## src/rtl/sin_rom_pkg.sv

```systemverilog
// Shared widths and the in-flight read tag used by the sine ROM arbiter.
package sin_rom_pkg;
  localparam int SIN_ADDR_W   = 10;
  localparam int SIN_DATA_W   = 16;
  localparam int SIN_ROM_LAT  = 3;
  localparam int SIN_ID_MAX_W = 3;

  typedef struct packed {
    logic                    valid;
    logic [SIN_ID_MAX_W-1:0] id;
  } sin_tag_t;
endpackage

```

## src/rtl/sin_rom_arb_rr.sv

```systemverilog
// Combinational round-robin pick: first set request scanning upward from ptr+1 with wrap.
module rr_arb #(
  parameter int N_REQ = 4,
  parameter int ID_W  = 2
) (
  input  logic [N_REQ-1:0] i_req,
  input  logic [ID_W-1:0]  i_ptr,
  output logic [N_REQ-1:0] o_gnt,
  output logic [ID_W-1:0]  o_idx,
  output logic             o_any
);
  logic [ID_W-1:0] w_j;

  always_comb begin
    o_gnt = '0;
    o_idx = '0;
    o_any = 1'b0;
    w_j   = '0;
    for (int k = 1; k <= N_REQ; k++) begin
      w_j = ID_W'((int'(i_ptr) + k) % N_REQ);
      if (!o_any && i_req[w_j]) begin
        o_any      = 1'b1;
        o_gnt[w_j] = 1'b1;
        o_idx      = w_j;
      end
    end
  end
endmodule

```

## src/rtl/sin_rom_arb.sv

```systemverilog
// Round-robin sharing of one sine ROM between N_REQ requesters; responses are
// tagged with the requester ID through a tag pipeline matched to the ROM latency.
module sin_rom_arb
  import sin_rom_pkg::*;
#(
  parameter int N_REQ   = 4,
  parameter int ROM_LAT = SIN_ROM_LAT,
  parameter int ID_W    = (N_REQ > 1) ? $clog2(N_REQ) : 1
) (
  input  logic                          clka,
  input  logic                          rstn,
  input  logic [N_REQ-1:0]              req,
  input  logic [N_REQ*SIN_ADDR_W-1:0]   phase,
  output logic [N_REQ-1:0]              ack,
  output logic [SIN_ADDR_W-1:0]         rom_addra,
  input  logic [SIN_DATA_W-1:0]         rom_douta,
  output logic                          rsp_valid,
  output logic [ID_W-1:0]               rsp_id,
  output logic [SIN_DATA_W-1:0]         rsp_data
);
  logic [ID_W-1:0]       r_ptr;
  logic [SIN_ADDR_W-1:0] r_addra;
  sin_tag_t              r_tag [ROM_LAT+1];

  logic [N_REQ-1:0]      w_gnt;
  logic [ID_W-1:0]       w_idx;
  logic                  w_any;
  logic [SIN_ADDR_W-1:0] w_phase;
  logic                  w_unused_id;

  rr_arb #(.N_REQ(N_REQ), .ID_W(ID_W)) u_rr (
    .i_req (req),
    .i_ptr (r_ptr),
    .o_gnt (w_gnt),
    .o_idx (w_idx),
    .o_any (w_any)
  );

  always_comb begin
    w_phase = '0;
    for (int i = 0; i < N_REQ; i++)
      if (w_idx == ID_W'(i)) w_phase = phase[i*SIN_ADDR_W +: SIN_ADDR_W];
  end

  // Stage 0 rides alongside rom_addra; stages 1..ROM_LAT track the ROM's own registers.
  always_ff @(posedge clka or negedge rstn) begin
    if (!rstn) begin
      r_ptr   <= ID_W'(N_REQ - 1);
      r_addra <= '0;
      for (int s = 0; s <= ROM_LAT; s++) r_tag[s] <= '0;
    end else begin
      if (w_any) begin
        r_addra <= w_phase;
        r_ptr   <= w_idx;
      end
      r_tag[0].valid <= w_any;
      r_tag[0].id    <= SIN_ID_MAX_W'(w_idx);
      for (int s = 1; s <= ROM_LAT; s++) r_tag[s] <= r_tag[s-1];
    end
  end

  assign ack         = rstn ? w_gnt : '0;
  assign rom_addra   = r_addra;
  assign rsp_valid   = r_tag[ROM_LAT].valid;
  assign rsp_id      = r_tag[ROM_LAT].id[ID_W-1:0];
  assign rsp_data    = rom_douta;
  // Tag id is sized for the largest N_REQ; upper bits are dead for smaller arbiters.
  assign w_unused_id = &{1'b0, r_tag[ROM_LAT].id};
endmodule

```

## config.mk

```make
export PLATFORM = sky130hd
export DESIGN_NAME = sin_rom_arb
export DESIGN_NICKNAME = d
export VERILOG_FILES = /design/src/rtl/sin_rom_pkg.sv /design/src/rtl/sin_rom_arb_rr.sv /design/src/rtl/sin_rom_arb.sv
export SDC_FILE = /design/constraint.sdc
export NUM_CORES = 1
export LEC_CHECK = 0
export BUFFER_PORTS_ARGS = -buffer_cell sky130_fd_sc_hd__buf_2
export CAP_MARGIN = 20
export CORE_MARGIN = 2
export CORE_UTILIZATION = 40
export CTS_CLUSTER_DIAMETER = 120
export DETAILED_ROUTE_END_ITERATION = 8
export GPL_TIMING_DRIVEN = 0
export PLACE_DENSITY = 0.71
export SLEW_MARGIN = 10
export SYNTH_ARGS = -nofsm -noshare
export SYNTH_HDL_FRONTEND = slang
export SYNTH_SLANG_ARGS = --single-unit
```

## constraint.sdc

```tcl
create_clock -name clka -period 3.2 [get_ports clka]
set_input_delay 0.16 -clock clka [delete_from_list [all_inputs] [get_ports clka]]
set_output_delay 0.16 -clock clka [all_outputs]
set_load 0.01 [all_outputs]
```

==> results list <==
- At the pin with the least slew margin, the transition time is 0.875 ns.
- The Yosys step of the flow raised 0 warnings.
- Core Area: 4260 um^2
- Measured along the x axis, the die boundary spans 70.0 um.
- The later pin in the worst-skew pair is clocked with a latency of 0.26 ns.
* Post-Syn Instances: 163
- At the end of routability-driven placement, the weighted congestion stood at 0.801.
- In this run, the combinational gates consume 63.6% of the power.
- Class of the worst hold path: primary input to flip-flop
- The worst register-to-register path begins at r_ptr[0].
- Detail Route Antenna Nets: 0
- The number of endpoints with negative hold slack in the final report was 0.
- Uppermost metal layer occupied by signal nets: met4
- The total overflow left after global routing is 0.
- In the routed design, unresolved DRC markers number 0.
- In the layout the commonest cells are 80 x buf_2, 22 x dfrtp_1, 21 x buf_4.
* Critical Path Start: r_ptr[0]
* Design internal power: 0.00130 W
* Global-route usage over all layers: 16.0%
- The longest clock path from root to sink contains 2 buffers.
* Power density relative to cell area: 939 nW/um^2
- Final wirelength: 3.84 mm
- Net switching share of the total power: 40.6%
- The tree is rooted in a clkbuf_8.
- Once layout is done, the placed cells without fillers occupy 2320 um^2.
- Max-cap violations in this run came to 0.
- Number of global-route vias before repair: 1398
- Setup violations remaining at the end of the flow were counted as 0.
- DRT iter0 DRCs: 64
- Data required time at the worst endpoint: 3.04 ns
- The repair_antennas step left the layout with diodes totalling 0.
- Period Utilization, post-route: 95.6%
- TritonCTS clock tree: done
* Sequential Power Share: 24.4%
- Biggest fanout along the worst timing path: 10
- For this configuration, the core starts out at a cell density of 40.9%.
- Summed instance area of the synthesized netlist: 1740 um^2
- Using the TritonRoute via totals, the vias-per-cell ratio works out to 5.09.
- Worst IR drop on VDD: 0.574 mV
- Data on the critical path arrives at its endpoint at 2.90 ns.
- Result of the run: complete, no violations
* Synthesized net count: 233
* Synthesis-to-layout area growth: 33.2%
* Die footprint: 4900 um^2
* Max-slew violation count: 0
* Cell Rows: 24
- Vias after detailed routing: 1532
- Detailed routing placed a total of 1.88 mm of wire on met2.
- Placed Cells: 293
- TritonCTS buffer count: 3
* Mean routed wirelength per cell: 12.8 um
- Worst Hold Margin: 0.205 ns
* Fin nets: 320
- The most used flip-flop cell after synthesis is dfrtp_1.
- In this run the tightest slew margin relative to its limit is 41.2%.
- Sequential elements use 34.6% of the synthesized area.
- STA classifies the critical path startpoint as a flip-flop.
* Number of standard cells in the layout, taps in and fillers out: 301
- Leading cell type in the layout, fill and taps excluded: buf_2
* Number of antenna violations at the first check in global routing: 0
* Leakage component of the power: 1.14 nW
- The routed design uses 280 um of met3 wire.
* Startpoint of the tightest hold check path: phase[26]
- STA classifies the critical path endpoint as a primary output.
- In this run the count of I/O pins placed on the die edge is 95.
- Critical path start-end classification: flip-flop to primary output
* Clock period minus final worst setup slack: 3.06 ns
- A synthesized cell averages 10.7 um^2.
* Wire length on met1: 1.65 mm
* Post-detailed-placement half-perimeter wirelength: 2.94 mm
- Derived from the worst setup path, the maximum achievable clock frequency is 327 MHz.
* Clock edge transition at the registers on the reported setup and hold paths: 0.08 ns
- CTS built an H-tree with a depth of 1.
* # clock sinks: 24
- Distinct cell type count of the synthesized netlist: 41
* Pin count of the biggest net entering global routing: 29
* Fraction of power consumed by the clock network: 12.0%
* Die Y: 70.0 um
* Fraction of registers with async set/reset: 100%
* Area after DPL: 2200 um^2
- I/O Buffers: 78
- Final worst clock skew: 0.00324 ns
- Number of search-and-repair iterations in the first detailed-routing pass: 6
- Total net switching power: 0.000884 W
- Number of flip-flops and latches in the synthesized netlist: 24
- Global-route wire length before repair: 6.40 mm
* Share of post-route cells with drive strength above 1: 52.2%
- Number of enable-type register cells in the synthesized netlist: 0
[layer usage]
metal  up-vias  GRT usage, %
met5         -             0
met4         0          3.85
met3         2          3.46
met2        71          26.8
met1       707          21.3
li1        752             -
[Yosys cell counts (3+ instances only)]
| master | count | area, um^2 |
|---|---|---|
| a211oi_1 | 4 | 30.0 |
| a21boi_0 | 4 | 30.0 |
| a222oi_1 | 4 | 40.0 |
| buf_4 | 18 | 135 |
| buf_6 | 6 | 67.6 |
| dfrtp_1 | 22 | 551 |
| ha_1 | 8 | 100 |
| inv_1 | 6 | 22.5 |
| mux2i_1 | 19 | 190 |
| nand2_1 | 13 | 48.8 |
| nand3_1 | 3 | 15.0 |
| nor2_1 | 7 | 26.3 |
| o21ai_0 | 4 | 20.0 |
| o21ai_2 | 3 | 26.3 |
| o221ai_1 | 8 | 70.1 |
[cell families (layout without fill, tap and decap cells)]
family,count (synthesis),count (layout),synth area share (%)
adder cells (fa/ha/maj),8,8,5.74
AO/OA/AOI/OAI,38,38,19.2
AND/OR/NAND/NOR,37,37,11.6
flip-flops,24,24,34.6
buffers and inverters,35,121,15.4
multiplexers,21,21,13.5
[per-stage QoR]
| stage | util (%) | worst slack (ns) | total power (W) | setup TNS [ns] |
|---|---|---|---|---|
| after floorplan | - | 0.536 | 0.00152 | 0 |
| after global placement | 51.6 | 0.313 | 0.00183 | 0 |
| final | 54.4 | 0.141 | 0.00218 | 0 |
| after CTS | 53.6 | 0.0384 | 0.00214 | 0 |
| after global routing | 54.4 | -0.00223 | 0.00234 | -0.00355 |
| after detailed placement | 51.6 | 0.271 | 0.00186 | 0 |
[sequential cells by signal, indices dropped and copies added (netlist names)]
register	flops
rsp_valid	1
rsp_id	2
rom_addra	10
r_ptr	2
r_tag	9
[power by group through the flow]
stage	logic [W]	clock network, W	registers [W]
after detailed placement	0.00133	0	0.000534
after floorplan	0.000971	0	0.000554
after CTS	0.00134	0.000269	0.000533
final	0.00139	0.000262	0.000532
after global placement	0.00129	0	0.000533
after global routing	0.00151	0.000283	0.000550
[final timing paths]
path | to | slack, ns | depth (start not counted)
worst min-delay path | rom_addra[6] | 0.21 | 3
worst max-delay path | ack[1] | 0.14 | 8
worst max register to register | rom_addra[8] | 0.41 | 9
min in group asynchronous | rom_addra[7] | 0.41 | 2
worst min register to register | rsp_id[1] | 0.35 | 0
max in group asynchronous | r_ptr[1] | 2.41 | 2
[timing repair]
| action | in CTS | in global routing |
|---|---|---|
| endpoints found under the setup margin | 1 | 4 |
| buffers inserted | 0 | 3 |
| hold endpoints to repair | 22 | 0 |
| hold buffers | 1 | 0 |
| resized for setup | 2 | 2 |
[critical path: stages, from the launching register on]
cell and delay [ns]:
dfstp_2 0.59, buf_6 0.14, buf_6 0.16, clkinvlp_4 0.14, ha_4 0.32, mux4_2 0.59, a222oi_1 0.41, a21boi_1 0.12
buf_2 0.15
[cell type report]
class                      instances  area (um^2)
fill                             401         1940
multi-input combinational        104          886
sequential                        24          603
timing repair buffer              82          423
buffer                            28          243
tap                               52         65.1
clock buffer                       3         41.3
clock inverter                     1         30.0
inverter                           7         30.0
Power figures use the tool's default switching activity.
